`config.mk`:
```
export PLATFORM = sky130hd
export DESIGN_NAME = multicycle_control
export DESIGN_NICKNAME = d
export VERILOG_FILES = /design/src/rtl/multicycle_control.sv
export SDC_FILE = /design/constraint.sdc
export NUM_CORES = 1
export LEC_CHECK = 0
export BUFFER_PORTS_ARGS = -buffer_cell sky130_fd_sc_hd__buf_4
export CORE_MARGIN = 5
export CORE_UTILIZATION = 46
export DETAILED_ROUTE_END_ITERATION = 8
export GPL_ROUTABILITY_DRIVEN = 0
export PLACE_DENSITY = 0.79
export SLEW_MARGIN = 15
export SYNTH_ARGS = -nofsm -noshare
export SYNTH_HDL_FRONTEND = slang
export SYNTH_SLANG_ARGS = --single-unit
```
`constraint.sdc`:
```
create_clock -name clk -period 2.1 [get_ports clk]
set_input_delay 0.21 -clock clk [delete_from_list [all_inputs] [get_ports clk]]
set_output_delay 0.21 -clock clk [all_outputs]
set_load 0.005 [all_outputs]
```
`src/rtl/multicycle_control.sv`:
```
// multicycle_control: main control FSM of the multicycle MIPS core
// Ports: clk/reset (sync, active-high); Opcode/Funct from the IR; Zero from the ALU;
// datapath enables PCWrite/IorD/MemRead/MemWrite/IRWrite/RegWrite/RegDst/MemtoReg;
// mux selects ALUSrcA/ALUSrcB/PCSource; ALUOp class code; IllegalOp pulse; State for debug.
module multicycle_control #(
  parameter logic [3:0] PC_INC_OP = 4'b0100
) (
  input  logic       clk,
  input  logic       reset,
  input  logic [5:0] Opcode,
  input  logic [5:0] Funct,
  input  logic       Zero,
  output logic       PCWrite,
  output logic       IorD,
  output logic       MemRead,
  output logic       MemWrite,
  output logic       IRWrite,
  output logic       RegWrite,
  output logic       RegDst,
  output logic       MemtoReg,
  output logic       ALUSrcA,
  output logic [1:0] ALUSrcB,
  output logic [1:0] PCSource,
  output logic [3:0] ALUOp,
  output logic       IllegalOp,
  output logic [3:0] State
);
  typedef enum logic [3:0] {
    FETCH, DECODE, EXEC_R, EXEC_I, ALU_WB, MEM_ADDR, MEM_RD,
    MEM_WB, MEM_WR, BRANCH, JUMP, JR, ILLEGAL
  } state_t;
  localparam logic [5:0] OP_R    = 6'b000000;
  localparam logic [5:0] OP_J    = 6'b000010;
  localparam logic [5:0] OP_BEQ  = 6'b000100;
  localparam logic [5:0] OP_BNE  = 6'b000101;
  localparam logic [5:0] OP_ADDI = 6'b001000;
  localparam logic [5:0] OP_ANDI = 6'b001100;
  localparam logic [5:0] OP_ORI  = 6'b001101;
  localparam logic [5:0] OP_LUI  = 6'b001111;
  localparam logic [5:0] OP_LW   = 6'b100011;
  localparam logic [5:0] OP_SW   = 6'b101011;
  localparam logic [5:0] FN_JR   = 6'b001000;
  state_t     r_state;
  state_t     w_next;
  logic [3:0] r_alu_op;
  logic       w_is_r;
  logic       w_is_imm;
  logic       w_is_mem;
  logic       w_is_br;
  logic [3:0] w_imm_op;
  assign w_is_r   = Opcode == OP_R;
  assign w_is_imm = Opcode == OP_ADDI || Opcode == OP_ANDI || Opcode == OP_ORI || Opcode == OP_LUI;
  assign w_is_mem = Opcode == OP_LW || Opcode == OP_SW;
  assign w_is_br  = Opcode == OP_BEQ || Opcode == OP_BNE;
  assign w_imm_op = Opcode == OP_ANDI ? 4'b0101 :
                    Opcode == OP_ORI  ? 4'b0110 :
                    Opcode == OP_LUI  ? 4'b0011 : 4'b0100;
  assign State = r_state;
  // r_alu_op lets ALU_WB keep presenting the class code of the execute cycle
  always_ff @(posedge clk) begin
    if (reset) begin
      r_state  <= FETCH;
      r_alu_op <= PC_INC_OP;
    end else begin
      r_state  <= w_next;
      r_alu_op <= ALUOp;
    end
  end
  always_comb begin
    w_next    = FETCH;
    PCWrite   = 1'b0;
    IorD      = 1'b0;
    MemRead   = 1'b0;
    MemWrite  = 1'b0;
    IRWrite   = 1'b0;
    RegWrite  = 1'b0;
    RegDst    = 1'b0;
    MemtoReg  = 1'b0;
    ALUSrcA   = 1'b0;
    ALUSrcB   = 2'b00;
    PCSource  = 2'b00;
    ALUOp     = PC_INC_OP;
    IllegalOp = 1'b0;
    case (r_state)
      FETCH: begin
        MemRead = 1'b1;
        IRWrite = 1'b1;
        ALUSrcB = 2'b01;
        PCWrite = 1'b1;
        w_next  = DECODE;
      end
      DECODE: begin
        ALUSrcB = 2'b11;
        w_next  = w_is_r   ? (Funct == FN_JR ? JR : EXEC_R) :
                  w_is_imm ? EXEC_I :
                  w_is_mem ? MEM_ADDR :
                  w_is_br  ? BRANCH :
                  Opcode == OP_J ? JUMP : ILLEGAL;
      end
      EXEC_R: begin
        ALUSrcA = 1'b1;
        ALUOp   = 4'b0111;
        w_next  = ALU_WB;
      end
      EXEC_I: begin
        ALUSrcA = 1'b1;
        ALUSrcB = 2'b10;
        ALUOp   = w_imm_op;
        w_next  = ALU_WB;
      end
      ALU_WB: begin
        RegWrite = 1'b1;
        RegDst   = w_is_r;
        ALUOp    = r_alu_op;
      end
      MEM_ADDR: begin
        ALUSrcA = 1'b1;
        ALUSrcB = 2'b10;
        ALUOp   = Opcode == OP_SW ? 4'b1011 : 4'b1010;
        w_next  = Opcode == OP_SW ? MEM_WR : MEM_RD;
      end
      MEM_RD: begin
        MemRead = 1'b1;
        IorD    = 1'b1;
        w_next  = MEM_WB;
      end
      MEM_WB: begin
        RegWrite = 1'b1;
        MemtoReg = 1'b1;
      end
      MEM_WR: begin
        MemWrite = 1'b1;
        IorD     = 1'b1;
      end
      BRANCH: begin
        ALUSrcA  = 1'b1;
        ALUOp    = Opcode == OP_BNE ? 4'b1001 : 4'b1000;
        PCSource = 2'b01;
        PCWrite  = (Opcode == OP_BEQ && Zero) || (Opcode == OP_BNE && !Zero);
      end
      JUMP: begin
        PCSource = 2'b10;
        PCWrite  = 1'b1;
      end
      JR: begin
        PCSource = 2'b11;
        PCWrite  = 1'b1;
      end
      ILLEGAL: IllegalOp = 1'b1;
      default: w_next = FETCH;
    endcase
    // an instruction caught by reset must leave no architectural side effects
    if (reset) begin
      PCWrite   = 1'b0;
      IRWrite   = 1'b0;
      MemRead   = 1'b0;
      MemWrite  = 1'b0;
      RegWrite  = 1'b0;
      IllegalOp = 1'b0;
    end
  end
endmodule
```
==> flow_summary.toml, run 1 <==
[global_routing]
gr-total-overflow = 0
grt_max_degree = 19
grt_first_pass_wirelength_mm = 3.87
grt_pass1_vias = 898
antenna_found_initial = 0
grtUsageTotal_pct = 18.8

[worst_setup_path]
cp_slowest_stage_delay_ns = 0.61
worstSetupEndpointType = "output port"
path_max_fanout = 15
cp_slowest_cell = "dfxtp_1"
critical_path_class = "register to output port"
worstPathArrival_ns = 1.68
cp-start-kind = "register"
required_ns = 1.89
path_cells = "nand2b_1 -> o21ai_0 -> a32oi_1 -> nand3_1 -> buf_4"

[power]
max-vdd-ir-drop_mv = 0.458
comb_power_share_pct = 56.2
power_density_mw_per_mm2 = 835
p_sw_share_pct = 41.9
switchingPower_uw = 380
seqPwrFrac_pct = 30.4
p_int_uw = 527
power_frac_clock_pct = 13.5
leakagePower_uw = 0.000467

[clocking]
root_buffer = "clkbuf_4"
ctsLongestPathBuffers = 2
cts.clk_slew.worst_paths_ns = 0.05
cts_tree = "built"
htree_num_levels = 1
insertion_delay_ns = 0.26
numCtsBuffers = 3
cts_resized = 0
cts.sinks = 8
cts_setup_buffers = 0
postCtsHoldBufs = 0

[timing]
rsz0062_at_grt = "false"
finalSetupTns_ns = 0
finClkSkew_ns = 0.00338
period_share_pct = 90.1
slew_headroom_pct = 68.2
worst_pin_slew_ns = 0.477
hold_viol = 0
min_period_ns = 1.89
drv_slew = 0
fmax_mhz = 529
setup_viol = 0

[die]
die_y_um = 51.9
fp.coreArea_sq_mm = 0.00169
die_width_um = 51.9
num_rows = 15
dieArea_sq_mm = 0.00269
initial_core_util_pct = 47.7
boundaryPins = 37

[yosys]
yosysUniqueCellTypes = 40
synthCells = 115
yosysTopAreaCell = "dfxtp_1"
syn_area_per_cell_sq_um = 7.01
synth.most_common_cell = "nor2_1"
ys.warnings.count = 0
ys.flop_type = "dfxtp_1"
yosysTopAreaCellShare_pct = 19.9
synth_area_sq_um = 806
synth_edf_count = 0
ys_ff_latch = 8
postSynthNetCount = 130
synth.top_cells.by_count = "nor2_1, dfxtp_1, clkbuf_1, nand2_1"
async_flop_share_pct = 0
netlist_top_cells_area = "dfxtp_1, nor2_1, nor2b_1"
synth-seq-area-share_pct = 19.9

[hold_path]
min_path_type = "input port to register"

[drt]
viasPerCell = 5.83
antenna_left = 0
drc = 0
avgRoutedWirePerCell_um = 14.6
via_count = 944
drt_pass1_iterations = 4
routed_wl_mm = 2.36
drt_iter0_markers = 39

[run_status]
status = "finished clean"

[placement]
numPortBuffers = 36
dp_hpwl_mm = 1.83
placedCellCount = 159

[layout]
num-fill-cells = 152
area_delta_synth_final_pct = 34.8
n_antenna_cell = 0
fin_nets = 162
final_layout_size_suffix_gt1_share_pct = 33.1
final_util_pct = 64.3
fin_cells = 162

[run]
drv_cap = 0
==> final cells by class <==
cell class / instances / area (sq um) / area share [%]
clock buffer: 3 / 22.5 / 2.07
inverter: 5 / 18.8 / 1.73
multi-input combinational: 92 / 584 / 53.8
sequential: 8 / 161 / 14.9
tap: 17 / 21.3 / 1.96
timing repair buffer: 37 / 278 / 25.6
==> power by group through the flow <==
stage               Combinational (uW)  Clock, uW  Sequential, uW
floorplan                          352          0             209
global placement                   489          0             271
detailed placement                 500          0             273
CTS                                503        123             270
global route                       564        128             285
finish                             509        122             275
==> metal layers <==
metal | global-route usage (%) | part of all wire, % | up-vias
met4 | 7.86 | 1.4 | 0
met1 | 22.5 | 44 | 428
met5 | 0 | 0 | -
li1 | - | - | 475
met3 | 2.58 | 6.3 | 6
met2 | 33.1 | 48 | 35
==> cell families after synthesis <==
group | synth area share (%)
AO/OA/AOI/OAI | 23.3
XOR/XNOR | 2.17
multiplexers | 2.48
buffers and inverters | 8.23
flip-flops | 19.9
AND/OR/NAND/NOR | 43.9
==> state kept, by name, indices dropped and copies added (netlist names) <==
| name | flops |
|---|---|
| State | 4 |
| r_alu_op | 4 |
==> final timing paths <==
path	start	endpoint	slack, ns	depth (start not counted)
max	State[2]	ALUOp[0]	0.21	5
min	Opcode[4]	State[0]	0.17	2
max reg2reg	State[3]	State[0]	0.44	4
min reg2reg	r_alu_op[3]	r_alu_op[3]	0.57	3
==> critical path, delay by kind of cell, from the launching register on <==
family / cells / cell delay (ns)
flip-flops: 1 / 0.61
AND/OR/NAND/NOR: 2 / 0.31
buffers and inverters: 1 / 0.15
AO/OA/AOI/OAI: 2 / 0.36
==> cell usage in the layout, fill, tap and decap left out, types with 3 or more instances in the layout <==
| cell type | Yosys | layout |
|---|---|---|
| buf_4 | 0 | 37 |
| nor2_1 | 13 | 13 |
| dfxtp_1 | 8 | 7 |
| nand2_1 | 7 | 7 |
| a21oi_1 | 6 | 6 |
| inv_1 | 5 | 5 |
| nor2b_1 | 6 | 5 |
| nand3_1 | 5 | 5 |
| nand2b_1 | 4 | 4 |
| nand3b_1 | 3 | 3 |
| and2_1 | 3 | 3 |
| or2_1 | 4 | 3 |
| o21ai_0 | 3 | 3 |
| nor4_1 | 3 | 3 |
| a31oi_1 | 3 | 3 |
| o32ai_1 | 3 | 3 |
| clkbuf_4 | 0 | 3 |
==> stage by stage <==
step | setup slack (ns) | power (uW) | area (sq um) | hold slack [ns]
after floorplan | 0.612 | 560 | 806 | 0.307
after global placement | 0.427 | 760 | 1060 | 0.436
after detailed placement | 0.398 | 774 | 1060 | 0.444
after CTS | 0.124 | 896 | 1080 | 0.176
after global routing | 0.0655 | 978 | 1090 | 0.175
final | 0.209 | 907 | 1090 | 0.173
Note: power is estimated with default switching activity, not from simulation.
==> run 2: changes to the inputs <==
--- a/config.mk
+++ b/config.mk
@@ -5,12 +5,13 @@
 export SDC_FILE = /design/constraint.sdc
 export NUM_CORES = 1
 export LEC_CHECK = 0
+export ABC_AREA = 1
 export BUFFER_PORTS_ARGS = -buffer_cell sky130_fd_sc_hd__buf_4
 export CORE_MARGIN = 5
-export CORE_UTILIZATION = 46
+export CORE_UTILIZATION = 45
 export DETAILED_ROUTE_END_ITERATION = 8
 export GPL_ROUTABILITY_DRIVEN = 0
-export PLACE_DENSITY = 0.79
+export PLACE_DENSITY = 0.78
 export SLEW_MARGIN = 15
 export SYNTH_ARGS = -nofsm -noshare
 export SYNTH_HDL_FRONTEND = slang
==> run 2 against run 1 <==
Highest routed layer unchanged. Count of clock-buffer cells in the layout unchanged. Register-to-register slack improved by 0.37 ns. Worst setup slack improved by 0.18 ns. Largest cell class unchanged. Combinational power decreased by 23%. First-iteration DRC count decreased by 38%.
==> flow_summary.toml, run 2 <==
[run_status]
status = "finished clean"

[timing]
finClkSkew_ns = 0.00952
finalSetupTns_ns = 0
slew_headroom_pct = 81.9
worst_pin_slew_ns = 0.269
rsz0062_at_grt = "false"
hold_viol = 0
drv_slew = 0
setup_viol = 0
period_share_pct = 81.4
fmax_mhz = 585
min_period_ns = 1.71

[global_routing]
grt_first_pass_wirelength_mm = 3.64
gr-total-overflow = 0
grt_max_degree = 13
antenna_found_initial = 0
grtUsageTotal_pct = 18.1
grt_pass1_vias = 903

[drt]
viasPerCell = 4.84
avgRoutedWirePerCell_um = 11.2
drc = 0
via_count = 963
antenna_left = 0
routed_wl_mm = 2.24
drt_pass1_iterations = 4
drt_iter0_markers = 24

[yosys]
synthCells = 144
postSynthNetCount = 159
async_flop_share_pct = 0
ys.warnings.count = 0
ys_ff_latch = 8
yosysUniqueCellTypes = 20
synth.top_cells.by_count = "nand2_1, nor2_1, inv_1"
netlist_top_cells_area = "dfxtp_1, nand2_1, nor2_1"
ys.flop_type = "dfxtp_1"
yosysTopAreaCell = "dfxtp_1"
synth_area_sq_um = 778
synth-seq-area-share_pct = 20.6
synth.most_common_cell = "nand2_1"
synth_edf_count = 0
yosysTopAreaCellShare_pct = 20.6
syn_area_per_cell_sq_um = 5.40

[layout]
area_delta_synth_final_pct = 39.9
regArea_sq_um = 160
multi_input_area_sq_um = 509
final_layout_size_suffix_gt1_share_pct = 30.2
n_antenna_cell = 0
final_cell_mix = "buf_4, nand2_1, nor2_1"
fin_nets = 199
num-fill-cells = 155
final_common_cell = "buf_4"

[worst_setup_path]
path_cells = "inv_2 -> nand2_2 -> nor2_4 -> nand2_1 -> nand2_1 -> inv_1 -> nand3_1 -> nor2_1 -> inv_1 -> buf_4"
cp_slowest_stage_delay_ns = 0.43
critical_path_class = "register to output port"
worstSetupEndpointType = "output port"
critPathTopFamily = "simple AND/OR/NAND/NOR gates"
worstPathArrival_ns = 1.50
required_ns = 1.89
critPathBufInv = 4
cp-start-kind = "register"
path_max_fanout = 6
cp_slowest_cell = "dfxtp_1"

[clocking]
cts_setup_buffers = 0
postCtsHoldBufs = 0
htree_num_levels = 1
numCtsBuffers = 3
root_buffer = "clkbuf_4"
cts_tree = "built"
cts.clk_slew.worst_paths_ns = 0.06
insertion_delay_ns = 0.26
cts_resized = 0
cts.sinks = 8
ctsLongestPathBuffers = 2

[power]
power_density_mw_per_mm2 = 656
leakagePower_uw = 0.000602
max-vdd-ir-drop_mv = 0.245
power_uw = 714

[run]
drv_cap = 0

[die]
dieArea_sq_mm = 0.00266
die_width_um = 51.6
fp.coreArea_sq_mm = 0.00169
num_rows = 15
die_y_um = 51.6
boundaryPins = 37
initial_core_util_pct = 46.1

[placement]
numPortBuffers = 36
dp_hpwl_mm = 1.87

[hold_path]
min_path_type = "input port to register"
-- run 2: logic make-up after synthesis --
group / count (synthesis) / share of synthesized area, %
AOI/OAI and AO/OA: 10 / 7.88
buffers and inverters: 29 / 14.0
DFF: 8 / 20.6
and+or+nand+nor: 97 / 57.6
-- run 2: cell type report --
cell class	instances	share of cell area, %
clock buffer	3	2.07
inverter	28	9.66
multi-input combinational	107	46.8
sequential	8	14.7
tap	17	1.95
timing repair buffer	36	24.8
-- run 2: metrics by stage --
step / hold slack [ns] / setup WS (ns) / area (sq um) / instances / utilization [%]
2_1_floorplan: 0.347 / 0.903 / 778 / 144 / -
3_3_place_gp: 0.484 / 0.695 / 1070 / 196 / 63.1
3_5_place_dp: 0.486 / 0.687 / 1070 / 196 / 63.1
4_1_cts: 0.207 / 0.394 / 1090 / 199 / 64.4
5_1_grt: 0.223 / 0.232 / 1090 / 199 / 64.4
6_report: 0.212 / 0.391 / 1090 / 199 / 64.4
-- run 2: where the power goes --
part / leakage (uW) / internal [uW] / switching (uW)
clock network: 0.0000138 / 65.7 / 56.2
logic: 0.000523 / 178 / 215
registers: 0.0000652 / 174 / 24.8
total: 0.000602 / 417 / 296
-- run 2: worst paths after layout --
| kind | depth (start not counted) | end | slack, ns | startpoint |
|---|---|---|---|---|
| hold reg to reg | 4 | r_alu_op[2] | 0.55 | r_alu_op[2] |
| setup / recovery | 10 | ALUOp[0] | 0.39 | State[3] |
| setup reg to reg | 7 | State[2] | 0.81 | State[3] |
| hold / removal | 2 | State[3] | 0.21 | reset |
-- run 2: metal layers --
layer	GRT usage [%]	part of all wire (%)
met1	19.1	41
met2	33.7	47
met4	10.5	2.5
met3	2.58	9.6
met5	0	0
==> run 3: changes to the inputs <==
--- a/config.mk
+++ b/config.mk
@@ -5,13 +5,13 @@
 export SDC_FILE = /design/constraint.sdc
 export NUM_CORES = 1
 export LEC_CHECK = 0
-export ABC_AREA = 1
+export ABC_AREA = 0
 export BUFFER_PORTS_ARGS = -buffer_cell sky130_fd_sc_hd__buf_4
 export CORE_MARGIN = 5
-export CORE_UTILIZATION = 45
+export CORE_UTILIZATION = 46
 export DETAILED_ROUTE_END_ITERATION = 8
 export GPL_ROUTABILITY_DRIVEN = 0
-export PLACE_DENSITY = 0.78
+export PLACE_DENSITY = 0.79
 export SLEW_MARGIN = 15
 export SYNTH_ARGS = -nofsm -noshare
 export SYNTH_HDL_FRONTEND = slang
==> constraint.sdc (replaced) <==
create_clock -name clk -period 1.6 [get_ports clk]
set_input_delay 0.16 -clock clk [delete_from_list [all_inputs] [get_ports clk]]
set_output_delay 0.16 -clock clk [all_outputs]
set_load 0.005 [all_outputs]
==> run 3 against run 2 <==
The flow now finishes with violations (negative setup slack). Clock power increased by 30%. Global-route usage increased by 2.5 points. Worst setup slack got worse by 0.40 ns. Total power increased by 110%. Combinational power increased to 2.7 times the previous value. Cell count decreased by 12%. Utilization increased by 13 points. Sequential cell count unchanged. Count of clock-buffer cells in the layout unchanged. Sequential share of layout area decreased by 1.9 points. Via count increased by 7.6%. Critical endpoint is now MemRead. Largest cell class unchanged. Largest power group unchanged.
==> flow_summary.toml, run 3 (synthesis gave the netlist of run 1 again) <==
[clocking]
postCtsHoldBufs = 0
root_buffer = "clkbuf_4"
insertion_delay_ns = 0.26
htree_num_levels = 1
cts.sinks = 8
cts_tree = "built"
ctsLongestPathBuffers = 2
numCtsBuffers = 3
cts.clk_slew.worst_paths_ns = 0.06

[layout]
final_util_pct = 77.9
final_common_cell = "buf_4"
fin_nets = 176
n_antenna_cell = 0
fin_cells = 176
area_delta_synth_final_pct = 63.4
final_cell_mix = "buf_4, nor2_1, nand2_1"
final_area_sq_mm = 0.00132
final_layout_size_suffix_gt1_share_pct = 50.9

[worst_setup_path]
required_ns = 1.44
startpoint = "State[2]"
worstPathArrival_ns = 1.45
path_max_fanout = 10
ff2ff_path_depth = 4
critical_path_class = "register to output port"
cp-start-kind = "register"
worstSetupEndpointType = "output port"
reg2reg_from = "State[3]"

[timing]
fmax_mhz = 620
setup_viol = 1
period_share_pct = 101
rsz0062_at_grt = "true"
setup_slack_ns = -0.0123
slew_headroom_pct = 80.7
min_period_ns = 1.61
drv_slew = 0
worst_pin_slew_ns = 0.289
finClkSkew_ns = 0.00844
hold_viol = 0

[drt]
drc = 0
via_count = 1036
drt_pass1_iterations = 4
avgRoutedWirePerCell_um = 15.1
viasPerCell = 5.89
drt_iter0_markers = 21
routed_wl_mm = 2.66
antenna_left = 0

[global_routing]
gr-total-overflow = 0
grt_first_pass_wirelength_mm = 4.21
antenna_found_initial = 0
grt_pass1_vias = 935
grtUsageTotal_pct = 20.6
grt_max_degree = 14

[die]
num_rows = 15
initial_core_util_pct = 47.7
dieArea_sq_mm = 0.00269
die_width_um = 51.9
boundaryPins = 37
fp.coreArea_sq_mm = 0.00169
die_y_um = 51.9

[hold_path]
holdPathStages = 2
min_path_type = "input port to register"
min_from = "Opcode[4]"

[power]
leakagePower_uw = 0.000563
power_uw = 1520
max-vdd-ir-drop_mv = 0.732
power_density_mw_per_mm2 = 1150

[run_status]
status = "finished with violations"
violations = "negative setup slack"

[placement]
placed_cell_area_sq_mm = 0.00113
dp_hpwl_mm = 1.97
placedCellCount = 169
numPortBuffers = 36

[run]
drv_cap = 0
## run 3: cell count changes in the layout (fill, tap and decap cells not counted), moves of 4 or more
cell,before,now
nor2_1,28,12
nand2_1,35,7
inv_1,23,4
nand3_1,16,5
nor2_4,4,0
inv_2,5,1
buf_4,36,47
o21ai_1,0,4
buf_6,0,4
## run 3: cell type report
cell class                      instances  area [sq um]
Clock buffer                            3          22.5
Timing Repair Buffer                   51           398
Multi-Input combinational cell         92           687
Tap cell                               17          21.3
Inverter                                5          18.8
Fill cell                             123           373
Sequential cell                         8           169
## run 3: path summary, 6_finish.rpt
kind                      end  slack, ns
setup / recovery      MemRead      -0.01
hold / removal       State[0]       0.12
setup reg to reg     State[0]       0.12
hold reg to reg   r_alu_op[3]       0.59
## run 3: critical path, cell delays in order (launching register included)
cell and delay [ns]:
dfxtp_2 0.33, buf_6 0.14, xor2_1 0.14, or4_4 0.43, inv_2 0.07, buf_6 0.08
## run 3: stage by stage
step / hold WS (ns) / TNS, ns / setup slack [ns]
final: 0.119 / -0.0123 / -0.0123
after global placement: 0.388 / 0 / 0.128
after detailed placement: 0.402 / 0 / 0.0791
after CTS: 0.115 / -0.0127 / -0.00824
after global routing: 0.124 / -0.146 / -0.0646
after floorplan: 0.257 / 0 / 0.112
## run 3: metal layers
layer | wire (um) | part of all wire [%] | up-vias | global-route usage [%]
li1 | - | - | 505 | -
met1 | 1080 | 41 | 475 | 25.1
met2 | 1350 | 51 | 51 | 37.7
met3 | 189 | 7.1 | 5 | 0.860
met4 | 43 | 1.6 | 0 | 7.86
met5 | 0 | 0 | - | 0
## run 3: what timing repair did
action                     CTS  global route
pin swaps                    1             5
setup endpoints to repair   10            13
setup buffers                0             5
gates resized for setup     16            18
## run 3: power by group
group	internal [uW]	leakage, uW	switching [uW]
Combinational	572	0.000482	483
Clock	86.1	0.0000138	71.9
Sequential	253	0.0000670	50.9
Total	910	0.000563	606
